==> src/rtl/crc_pkg.sv <==
// Shared constants and FSM state type for the serial CRC generator/checker pair.
package crc_pkg;

  localparam int CRC_W_DEF    = 6;
  localparam int POLY_DEF     = 'h15;
  localparam int DATA_LEN_DEF = 8;

  typedef enum logic [1:0] {
    IDLE,
    DATA,
    CHECK
  } state_e;

endpackage

==> src/rtl/crc_check_if.sv <==
// Serial-in / result-out bundle between the deserialiser and the CRC checker.
// err_count exists only when CRC_ERRCNT_EN is defined.
interface crc_check_if
  import crc_pkg::*;
#(
  parameter int CRC_W    = CRC_W_DEF,
  parameter int DATA_LEN = DATA_LEN_DEF
);
  logic                inputbit;
  logic                bit_valid;
  logic                frame_start;
  logic                busy;
  logic                done;
  logic                crc_ok;
  logic                crc_err;
  logic [CRC_W-1:0]    syndrome;
  logic [DATA_LEN-1:0] data_out;
`ifdef CRC_ERRCNT_EN
  logic [7:0]          err_count;
`endif

  modport master (
`ifdef CRC_ERRCNT_EN
    input  err_count,
`endif
    output inputbit, bit_valid, frame_start,
    input  busy, done, crc_ok, crc_err, syndrome, data_out
  );

  modport slave (
`ifdef CRC_ERRCNT_EN
    output err_count,
`endif
    input  inputbit, bit_valid, frame_start,
    output busy, done, crc_ok, crc_err, syndrome, data_out
  );
endinterface

==> src/rtl/crc_lfsr.sv <==
// Galois CRC LFSR, one bit per enabled cycle; clr restarts from zero (combined with en
// it absorbs the first bit from r=0). r_next exposes the post-shift value.
module crc_lfsr
  import crc_pkg::*;
#(
  parameter int               CRC_W = CRC_W_DEF,
  parameter logic [CRC_W-1:0] POLY  = CRC_W'(POLY_DEF)
) (
  input  logic             clk,
  input  logic             rst_n,
  input  logic             clr,
  input  logic             en,
  input  logic             bit_in,
  output logic [CRC_W-1:0] r_next
);
  logic [CRC_W-1:0] r_q, r_d, r_base;
  logic             fb;

  always_comb begin
    r_base = clr ? '0 : r_q;
    fb     = bit_in ^ r_base[CRC_W-1];
    r_next = {r_base[CRC_W-2:0], 1'b0} ^ (fb ? POLY : '0);
    r_d    = en ? r_next : r_base;
  end

  // NOTE: sequential state is updated with non-blocking assignments only, so every
  // flop samples pre-edge values regardless of block evaluation order.
  always_ff @(posedge clk or negedge rst_n) begin
    if (!rst_n) r_q <= '0;
    else        r_q <= r_d;
  end
endmodule

==> src/rtl/crc_check.sv <==
// Serial CRC checker: MSB-first payload then check bits; zero residue means a good frame.
// Optional saturating error counter on err_count when CRC_ERRCNT_EN is defined.
module crc_check
  import crc_pkg::*;
#(
  parameter int               CRC_W    = CRC_W_DEF,
  parameter logic [CRC_W-1:0] POLY     = CRC_W'(POLY_DEF),
  parameter int               DATA_LEN = DATA_LEN_DEF
) (
  input  logic        clk,
  input  logic        reset_n,
  crc_check_if.slave  bus
);
  localparam int CNT_W = $clog2(DATA_LEN + CRC_W);

  state_e              state_q, state_d;
  logic [CNT_W-1:0]    cnt_q, cnt_d;
  logic [DATA_LEN-1:0] payload_q, payload_d;
  logic [DATA_LEN-1:0] data_out_q, data_out_d;
  logic [CRC_W-1:0]    syndrome_q, syndrome_d;
  logic                busy_q, busy_d;
  logic                done_q, done_d;
  logic                crc_ok_q, crc_ok_d;
  logic                crc_err_q, crc_err_d;
  logic [CRC_W-1:0]    r_next;
  logic                start, lfsr_en, last_bit;
`ifdef CRC_ERRCNT_EN
  logic [7:0]          err_cnt_q, err_cnt_d;
`endif

  assign start    = bus.bit_valid & bus.frame_start;
  assign lfsr_en  = start | (bus.bit_valid & (state_q != IDLE));
  assign last_bit = bus.bit_valid & ~start & (state_q == CHECK) &
                    (cnt_q == CNT_W'(DATA_LEN + CRC_W - 1));

  crc_lfsr #(.CRC_W(CRC_W), .POLY(POLY)) u_lfsr (
    .clk    (clk),
    .rst_n  (reset_n),
    .clr    (start),
    .en     (lfsr_en),
    .bit_in (bus.inputbit),
    .r_next (r_next)
  );

  // NOTE: every variable gets a hold/default value first so no path leaves it unassigned
  // and no latch is inferred.
  always_comb begin
    state_d    = state_q;
    cnt_d      = cnt_q;
    payload_d  = payload_q;
    data_out_d = data_out_q;
    syndrome_d = syndrome_q;
    busy_d     = busy_q;
    done_d     = 1'b0;
    crc_ok_d   = crc_ok_q;
    crc_err_d  = crc_err_q;
`ifdef CRC_ERRCNT_EN
    err_cnt_d  = err_cnt_q;
`endif
    // A frame_start always wins: it opens a new frame and silently drops any partial one.
    if (start) begin
      state_d   = (DATA_LEN == 1) ? CHECK : DATA;
      cnt_d     = CNT_W'(1);
      payload_d = DATA_LEN'(bus.inputbit);
      busy_d    = 1'b1;
    end else if (bus.bit_valid) begin
      case (state_q)
        DATA: begin
          cnt_d     = cnt_q + CNT_W'(1);
          payload_d = (payload_q << 1) | DATA_LEN'(bus.inputbit);
          if (cnt_q == CNT_W'(DATA_LEN - 1)) state_d = CHECK;
        end
        CHECK: begin
          if (last_bit) begin
            state_d    = IDLE;
            cnt_d      = '0;
            busy_d     = 1'b0;
            done_d     = 1'b1;
            syndrome_d = r_next;
            crc_ok_d   = (r_next == '0);
            crc_err_d  = (r_next != '0);
            data_out_d = payload_q;
`ifdef CRC_ERRCNT_EN
            if ((r_next != '0) && (err_cnt_q != 8'hFF)) err_cnt_d = err_cnt_q + 8'd1;
`endif
          end else begin
            cnt_d = cnt_q + CNT_W'(1);
          end
        end
        default: ;
      endcase
    end
  end

  always_ff @(posedge clk or negedge reset_n) begin
    if (!reset_n) begin
      state_q    <= IDLE;
      cnt_q      <= '0;
      payload_q  <= '0;
      data_out_q <= '0;
      syndrome_q <= '0;
      busy_q     <= 1'b0;
      done_q     <= 1'b0;
      crc_ok_q   <= 1'b0;
      crc_err_q  <= 1'b0;
`ifdef CRC_ERRCNT_EN
      err_cnt_q  <= '0;
`endif
    end else begin
      state_q    <= state_d;
      cnt_q      <= cnt_d;
      payload_q  <= payload_d;
      data_out_q <= data_out_d;
      syndrome_q <= syndrome_d;
      busy_q     <= busy_d;
      done_q     <= done_d;
      crc_ok_q   <= crc_ok_d;
      crc_err_q  <= crc_err_d;
`ifdef CRC_ERRCNT_EN
      err_cnt_q  <= err_cnt_d;
`endif
    end
  end

  assign bus.busy     = busy_q;
  assign bus.done     = done_q;
  assign bus.crc_ok   = crc_ok_q;
  assign bus.crc_err  = crc_err_q;
  assign bus.syndrome = syndrome_q;
  assign bus.data_out = data_out_q;
`ifdef CRC_ERRCNT_EN
  assign bus.err_count = err_cnt_q;
`endif
endmodule
==> src/flat_wrapper.sv <==
// flat-port wrapper written by rule: the top's interface ports become plain ports
module crc_check_flat import crc_pkg::*;
#(
  parameter int               CRC_W    = CRC_W_DEF,
  parameter logic [CRC_W-1:0] POLY     = CRC_W'(POLY_DEF),
  parameter int               DATA_LEN = DATA_LEN_DEF
)
  (clk, reset_n, bus_inputbit, bus_bit_valid, bus_frame_start, bus_busy, bus_done, bus_crc_ok, bus_crc_err, bus_syndrome, bus_data_out);
  crc_check_if #(.CRC_W(CRC_W), .DATA_LEN(DATA_LEN)) bus_i ();
  input  logic clk;
  input  logic reset_n;
  input wire logic [$bits(bus_i.inputbit)-1:0] bus_inputbit;
  input wire logic [$bits(bus_i.bit_valid)-1:0] bus_bit_valid;
  input wire logic [$bits(bus_i.frame_start)-1:0] bus_frame_start;
  output wire logic [$bits(bus_i.busy)-1:0] bus_busy;
  output wire logic [$bits(bus_i.done)-1:0] bus_done;
  output wire logic [$bits(bus_i.crc_ok)-1:0] bus_crc_ok;
  output wire logic [$bits(bus_i.crc_err)-1:0] bus_crc_err;
  output wire logic [$bits(bus_i.syndrome)-1:0] bus_syndrome;
  output wire logic [$bits(bus_i.data_out)-1:0] bus_data_out;
  assign bus_i.inputbit = bus_inputbit;
  assign bus_i.bit_valid = bus_bit_valid;
  assign bus_i.frame_start = bus_frame_start;
  assign bus_busy = bus_i.busy;
  assign bus_done = bus_i.done;
  assign bus_crc_ok = bus_i.crc_ok;
  assign bus_crc_err = bus_i.crc_err;
  assign bus_syndrome = bus_i.syndrome;
  assign bus_data_out = bus_i.data_out;
  crc_check #(.CRC_W(CRC_W), .POLY(POLY), .DATA_LEN(DATA_LEN)) u_core (.clk(clk), .reset_n(reset_n), .bus(bus_i));
endmodule
==> config.mk <==
export PLATFORM = sky130hd
export DESIGN_NAME = crc_check_flat
export DESIGN_NICKNAME = d
export VERILOG_FILES = /design/src/rtl/crc_pkg.sv /design/src/rtl/crc_check_if.sv /design/src/rtl/crc_lfsr.sv /design/src/rtl/crc_check.sv /design/src/flat_wrapper.sv
export SDC_FILE = /design/constraint.sdc
export NUM_CORES = 1
export LEC_CHECK = 0
export ABC_AREA = 1
export CORE_ASPECT_RATIO = 0.75
export CORE_MARGIN = 8
export CORE_UTILIZATION = 55
export DETAILED_ROUTE_END_ITERATION = 6
export HOLD_SLACK_MARGIN = 0.15
export PLACE_DENSITY = 0.87
export SYNTH_ARGS = -nofsm -noshare
export SYNTH_HDL_FRONTEND = slang
export SYNTH_SLANG_ARGS = --single-unit
==> constraint.sdc <==
create_clock -name clk -period 3.3 [get_ports clk]
set_clock_uncertainty 0.05 [all_clocks]
set_input_delay 0.495 -clock clk [delete_from_list [all_inputs] [get_ports clk]]
set_output_delay 0.495 -clock clk [all_outputs]
set_load 0.02 [all_outputs]
# [Word level (Yosys, flattened, before mapping)]
# Index checks and enable logic that the tools add are counted.
[classes] reduce_logical=13 n_eq_ne=6 add_sub_neg=1 bitwise_logic=10 mux=23
[op_table] op="8-bit 2-to-1 mux" n=3
[op_table] op="4-bit 2-to-1 mux" n=3
[op_table] op="6-bit 2-to-1 mux" n=2
[op_table] op="2-bit nonzero test" n=5
[op_table] op="1-bit 2-to-1 mux" n=8
[op_table] op="2-bit 2-to-1 mux" n=4
[op_table] op="8-bit by 1-bit bitwise OR with 8-bit output" n=1
[op_table] op="4-bit one-hot mux with 2 select lines" n=1
[op_table] op="4-bit AND reduction" n=2
[op_table] op="6-bit zero test" n=1
[op_table] op="3-bit by 1-bit != test with 1-bit output (second input constant)" n=2
[op_table] op="6-bit nonzero test" n=1
[op_table] op="6-bit by 5-bit bitwise XOR with 6-bit output" n=1
[op_table] op="1-bit AND" n=5
[op_table] op="5-bit 2-to-1 mux" n=1
[op_table] op="4-bit by 1-bit adder with 4-bit output (second input constant)" n=1
[op_table] op="4-bit by 3-bit equality test with 1-bit output (second input constant)" n=1
[op_table] op="4-bit equality test (second input constant)" n=1
[op_table] op="2-bit one-hot mux with 2 select lines" n=1
[op_table] op="2-bit AND reduction" n=2
[op_table] op="3-bit AND reduction" n=1
[op_table] op="3-bit nonzero test" n=1
[op_table] op="2-bit by 1-bit equality test with 1-bit output (second input constant)" n=1
[op_table] op="2-bit equality test (second input constant)" n=1
[op_table] op="3 further kinds" n=3
[word_totals] input_bits=5 out_inout_bits=18 reg_bits=38 word_cells=63

# [Longest topological paths before layout]
# Gate-level depths: netlist (run 1).
[depth] depth_word=9 depth_mapped=9 depth_no_buf=9

# [By module]
# Synthesis (run 1) repeated with hierarchy kept, for this count alone.
[hier_totals] cells_unflattened=199 hier_area_um2=1784.2
[by_module_without_submodules] mod="crc_check" cells_each=152 n_inst=1 area_per_inst_um2=1441.4 seq_area_each_um2=800.8
[by_module_without_submodules] mod="crc_lfsr" cells_each=47 n_inst=1 area_per_inst_um2=342.8 seq_area_each_um2=150.1

# [Least setup slack after synthesis (run 1)]
# OpenSTA, ideal clock, no wires.
[synth_path] kind="flip-flop to flip-flop" start="register u_core.state_q[0]" end="register u_core.data_out_q[4], in the netlist u_core.bus.data_out[4]" synth_period_minus_slack_ns=1.412 slack_ns=1.888 required_time_ns=3.132 path_buffers=1 setup_ns=0.118 arrival_ns=1.244 path_stages_with_launch=9 path_cell_list="dfrtp_1 -> inv_1 -> ha_1 -> nand3_2 -> nor2_4 -> inv_4 -> buf_6 -> nand2_1 -> o21ai_2"
[synth_via] elab_chain_len=4
[synth_lines] element="from (decl)" line_no="crc_check.sv:16" rtl="state_e state_q, state_d;"
[synth_lines] element="from (signal assigned)" line_no="crc_check.sv:110" rtl="state_q <= state_d;"
[synth_lines] element="2-bit equality test *" line_no="crc_check.sv:33, crc_check.sv:67"
[synth_lines] element="1-bit AND (2 in a row)" line_no="crc_check.sv:33" rtl="assign last_bit = bus.bit_valid & ~start & (state_q == CHECK) &"
[synth_lines] element="4-bit AND reduction (no line) *"
[synth_lines] element="to (signal assigned)" line_no="crc_check.sv:113" rtl="data_out_q <= data_out_d;"
[synth_lines] element="to (decl)" line_no="crc_check.sv:19" rtl="logic [DATA_LEN-1:0] data_out_q, data_out_d;"
# Mark *: on every way between the ends. The rest lies on a longest branch, timed or not.
# A chain may end at the register's enable or synchronous reset.

# [Final worst setup path (run 1)]
[layout_path] start="input bus_bit_valid" end="register u_core.payload_q[0]"
[layout_via] elab_chain_len=3 elab_cells_between_ends=5
[layout_lines] element="from (decl)" line_no="flat_wrapper.sv:13" rtl="input wire logic [$bits(bus_i.bit_valid)-1:0] bus_bit_valid;"
[layout_lines] element="1-bit AND" line_no="crc_check.sv:31" rtl="assign start = bus.bit_valid & bus.frame_start;"
[layout_lines] element="2-bit nonzero test (no line)"
[layout_lines] element="2-bit AND reduction (no line)"
[layout_lines] element="to (signal assigned)" line_no="crc_check.sv:112" rtl="payload_q <= payload_d;"
[layout_lines] element="to (decl)" line_no="crc_check.sv:18" rtl="logic [DATA_LEN-1:0] payload_q, payload_d;"
# Parallel ways exist; a longest one is shown, timed or not.

==> out/qor.yml, run 1 <==
yosysWarnings: 0
grt_pass1_vias: 1303
yosys.area.top_type: "dfrtp_1"
synth_area_leaders: "dfrtp_1, nand2_1, o21ai_2"
rsz0062_at_grt: "false"
max_freq_mhz: 512.5
h-tree-depth: 2
cts_buffer_depth: 2
final_hold_viol_count: 0
drtIter0Drc: 87
hpwlAfterDp_um: 2391
drtPass1Iterations: 4
gr-total-overflow: 0
vdd_drop_max_v: 0.0003886
fin_crit_sh_pct: 59.13
status: "complete, no violations"
powerDensity_nw_per_um2: 714.2
grt_pass1_wl_um: 5934
gp_congestion: 0.7845
netlist_instances: 192
cts-resized-gates: 0
nets: 226
routedWlPerCell_um: 13.40
drt_wl_total_um: 3444
clk-insertion-delay-late_ns: 0.29
cp-start-kind: "input port"
cp-end-kind: "flip-flop"
placed_area_um2: 2016
cts_hold_buf: 0
antenna_left: 0
finish.instance_area_um2: 2125
syn_to_final_growth_pct: 18.41
drive_gt1_share_pct: 17.51
async_reset_ff_share_pct: 100.0
fin_tns_setup_ns: 0
grt_usage_pct: 14.58
ys_seq_area_share_pct: 53.00
utilization_pct: 66.43
synth_area_per_cell_um2: 9.345
fp.dieW_um: 81.95
yosys-top-cells-count: "nand2_1, dfrtp_1, inv_1, o21ai_0, nand3_1"
tightestPinTransition_ns: 0.8140
ys_ff_latch: 38
diodes: 0
drc: 0
die_h_um: 65.47
grt_max_degree: 39
viasPerCell: 5.086
initial_core_util_pct: 56.10
hold_path.class: "input port to asynchronous set/reset pin"
finalCriticalPeriod_ns: 1.951
die-area_um2: 5365
postCtsSetupBuffers: 0
io_pins: 23
synth_edf_count: 0
path_clk_slew_ns: 0.08
numCtsBuffers: 5
yosysUniqueCellTypes: 24
crit_arrival_ns: 2.06
slew_headroom_pct: 45.73
synth_top_area_share_pct: 53.00
fp-row-count: 18
syn-num-nets: 202
crit_path_max_fanout: 20
setup_violations: 0
cts_tree: "yes"
fin_ws_ns: 1.349
yosysMostFrequentCell: "nand2_1"
coreArea_um2: 3198
nFillCells: 278
cts_root_buf: "clkbuf_8"
antenna_found_initial: 0
drv_cap: 0
seq_area_um2: 950.9
multiInputGateArea_um2: 711.9
vias: 1307
ys_dominant_reg_cell: "dfrtp_1"
required_ns: 3.41
maxSlewViolCount: 0
cts.sinks: 38
portBuffers: 22
pre_cts_ws_ns: 1.009
worst-setup-path-type: "input port to flip-flop"
leakage_nw: 1.011
netlist_area_um2: 1794
## flip-flops by register name, summed over array words and instances (netlist names)
| register | count |
|---|---|
| u_core.bus.data_out | 8 |
| u_core.payload_q | 8 |
| u_core.bus.syndrome | 6 |
| u_core.u_lfsr.r_q | 6 |
| u_core.cnt_q | 4 |
| u_core.state_q | 2 |
| u_core.bus.busy | 1 |
| u_core.bus.crc_err | 1 |
| u_core.bus.crc_ok | 1 |
| u_core.bus.done | 1 |
## layout by cell type (no fill, tap or decap)
cell / netlist / routed
nand2_1: 51 / 51
o21ai_0: 14 / 14
nor2_2: 3 / 3
o21ai_2: 10 / 10
nand2_4: 4 / 4
ha_1: 5 / 5
nor2_4: 1 / 1
dfrtp_1: 38 / 38
inv_2: 1 / 1
nand3_1: 13 / 13
inv_1: 19 / 19
inv_4: 2 / 2
o21a_1: 1 / 1
o21ai_1: 3 / 3
nand2_2: 3 / 3
xor2_1: 2 / 2
a21oi_1: 2 / 2
nand4_1: 1 / 1
clkdlybuf4s50_1: 0 / 21
clkbuf_8: 0 / 5
nand3_2: 4 / 4
a31oi_1: 1 / 1
clkinv_2: 0 / 2
a21oi_2: 1 / 1
buf_2: 2 / 1
bufinv_16: 0 / 1
nor2_1: 8 / 8
## final cells by class
class | instances | share of cell area [%]
Sequential cell | 38 | 44.76
Multi-Input combinational cell | 127 | 33.51
Tap cell | 40 | 2.356
Clock inverter | 3 | 1.885
Clock buffer | 5 | 3.239
Timing Repair Buffer | 22 | 10.13
Inverter | 22 | 4.122
## metrics by stage
step | std cells | hold slack, ns | total power [mW]
after global routing | 257 | 0.3109 | 1.627
final | 257 | 0.2376 | 1.517
after global placement | 249 | 0.4101 | 1.122
after detailed placement | 249 | 0.4119 | 1.140
after floorplan | 192 | 0.1494 | 1.011
after CTS | 257 | 0.2629 | 1.532
## report_power, final
group,leakage (nW),internal (mW),switching (mW)
sequential,0.502,0.589,0.0879
clock,0.0579,0.222,0.164
combinational,0.452,0.171,0.283
total,1.01,0.982,0.535
## worst max-delay path, cell delays in order
cell and delay, ns:
clkdlybuf4s50_1 0.51, nand2_2 0.42, nand2_1 0.38, nand2_1 0.15
o21ai_0 0.10
## final timing paths
kind	from	end	slack, ns	cells after the start
max in group asynchronous	reset_n	u_core.payload_q[0]	2.45	1
max reg2reg	u_core.state_q[0]	u_core.bus.data_out[0]	1.66	7
min reg2reg	u_core.bus.syndrome[1]	u_core.bus.syndrome[1]	0.43	2
max	bus_bit_valid	u_core.payload_q[0]	1.35	5
min	reset_n	u_core.bus.syndrome[4]	0.24	1
min in group clk	u_core.bus.syndrome[1]	u_core.bus.syndrome[1]	0.43	2
## logic make-up (layout without fill, tap and decap cells)
family / count (synthesis) / count (layout) / share of synthesized area [%]
AOI/OAI and AO/OA: 32 / 32 / 11.44
xor gates and xnor gates: 2 / 2 / 0.9765
adders and majority gates: 5 / 5 / 3.487
buffers and inverters: 27 / 52 / 7.322
DFF: 38 / 38 / 53.00
and+or+nand+nor: 88 / 88 / 23.78
## per-layer routing
metal  wire [µm]  global-route usage [%]
met3         171                   4.768
met4          39                   6.332
met2        1624                   23.01
met5           0                       0
met1        1609                   17.79
(Power assumes the default switching activity.)
==> run 2: changes to the inputs <==
CORE_UTILIZATION = 49   (was 55)
PLACE_DENSITY = 0.83   (was 0.87)
clock period = 1.6 ns   (was 3.3 ns; I/O delays follow)
==> out/qor.yml, run 2 (synthesized netlist as in run 1, its figures left out) <==
p_clk_share_pct: 19.9
drtPass1Iterations: 5
cts_buffer_depth: 2
antenna_found_initial: 0
drc: 0
final_common_cell: "nand2_1"
tightestPinTransition_ns: 0.3122
syn_to_final_growth_pct: 26.99
grt_usage_pct: 13.61
path_clk_slew_ns: 0.07
io_pins: 23
fp-row-count: 19
p_seq_share_pct: 45.5
numCtsBuffers: 5
setup_violations: 0
cp-end-kind: "output port"
fin_crit_sh_pct: 97.53
leakage_nw: 1.116
routedWlPerCell_um: 12.54
h-tree-depth: 2
hold_path.class: "input port to asynchronous set/reset pin"
critPathMaxStageDelay_ns: 0.61
grt_pass1_wl_um: 6189
critPathSlowestCell: "clkdlybuf4s50_1"
diodes: 0
grt_pass1_vias: 1376
grt_max_degree: 39
portBuffers: 22
p_sw_share_pct: 36.33
coreArea_um2: 3590
routed-wl-met2_um: 1635
multiInputGateArea_um2: 714.4
clk-insertion-delay-late_ns: 0.29
fp.dieW_um: 85.87
powerDensity_nw_per_um2: 1352
slew_headroom_pct: 79.18
cp-start-kind: "flip-flop"
required_ns: 1.31
viasPerCell: 4.748
finalCriticalPeriod_ns: 1.561
cts_root_buf: "clkbuf_8"
initial_core_util_pct: 49.98
highest-signal-layer: "met4"
nFillCells: 288
maxSlewViolCount: 0
drt-met1-wl_um: 1723
path_delay_family: "buffers and inverters"
cts.sinks: 38
final_hold_viol_count: 0
drv_cap: 0
crit_path_max_fanout: 2
placed_area_um2: 2188
drt_wl_total_um: 3587
drtIter0Drc: 59
cts_tree: "yes"
p_sw_mw: 1.119
final_cell_mix: "nand2_1, dfrtp_1, clkdlybuf4s50_1, inv_1, buf_4"
hpwlAfterDp_um: 2693
die_h_um: 68.41
drive_gt1_share_pct: 23.50
die-area_um2: 5874
cp_cell_sequence: "clkdlybuf4s50_1"
gr-total-overflow: 0
status: "complete, no violations"
p_int_mw: 1.961
total_power_mw: 3.080
antenna_left: 0
worst-setup-path-type: "flip-flop to output port"
crit_arrival_ns: 1.27
seq_area_um2: 950.9
finish.instance_area_um2: 2278
vias: 1358
route.met3.wl_um: 184
max_freq_mhz: 640.8
gp_congestion: 0.8000
combPwrFrac_pct: 34.7
crit_buf_inv: 1
nets: 244
vdd_drop_max_v: 0.0007878
==> run 2: power groups by stage <==
stage	clock, mW	sequential (mW)	combinational [mW]
finish	0.613	1.40	1.07
floorplan	0	1.42	0.667
CTS	0.634	1.40	1.07
global route	0.673	1.43	1.23
detailed placement	0	1.41	1.07
global placement	0	1.40	1.02
==> run 2: final timing paths <==
kind / start / end / slack, ns / depth (start not counted)
min in group clk: u_core.bus.busy / u_core.bus.busy / 0.43 / 2
max reg2reg: u_core.state_q[0] / u_core.cnt_q[0] / 0.11 / 7
max: u_core.bus.syndrome[5] / bus_syndrome[5] / 0.04 / 1
max in group asynchronous: reset_n / u_core.payload_q[5] / 1.03 / 2
min: reset_n / u_core.bus.syndrome[3] / 0.28 / 2
min reg2reg: u_core.bus.busy / u_core.bus.busy / 0.43 / 2
==> run 2: metal layers <==
metal / up-vias / global-route usage, %
li1: 692 / -
met1: 632 / 16.91
met2: 28 / 22.01
met3: 6 / 4.197
met4: 0 / 5.217
met5: - / 0
==> run 2: cell type report <==
| class | count | area share (%) |
|---|---|---|
| Sequential cell | 38 | 41.74 |
| Multi-Input combinational cell | 127 | 31.36 |
| Timing Repair Buffer | 40 | 16.75 |
| Inverter | 22 | 3.844 |
| Clock buffer | 5 | 3.020 |
| Tap cell | 52 | 2.856 |
| Clock inverter | 2 | 0.4393 |
==> run 2: timing repair <==
item                                    CTS  global route
buffers inserted                          0             1
pin swaps                                 0             1
endpoints found under the setup margin    1             4
cloned                                    0             0
hold endpoints to repair                  0             0
hold buffers                              0             0
resized for setup                         1             2
==> run 2: through the flow <==
stage | utilization (%) | worst slack (ns) | setup TNS [ns] | std cells | hold slack (ns)
2_1_floorplan | - | 0.1877 | 0 | 192 | -0.1056
3_3_place_gp | 60.96 | -0.03361 | -0.4274 | 278 | 0.4119
3_5_place_dp | 60.96 | -0.06609 | -1.045 | 278 | 0.4124
4_1_cts | 63.12 | 0.01032 | 0 | 285 | 0.2781
5_1_grt | 63.47 | -0.02430 | -0.04188 | 286 | 0.2949
6_report | 63.47 | 0.03950 | 0 | 286 | 0.2790
==> run 3: changes to the inputs <==
SLEW_MARGIN = 5   (was default)
==> results of run 3 <==
Final layout, timing and power as in run 2 (identical DEF).
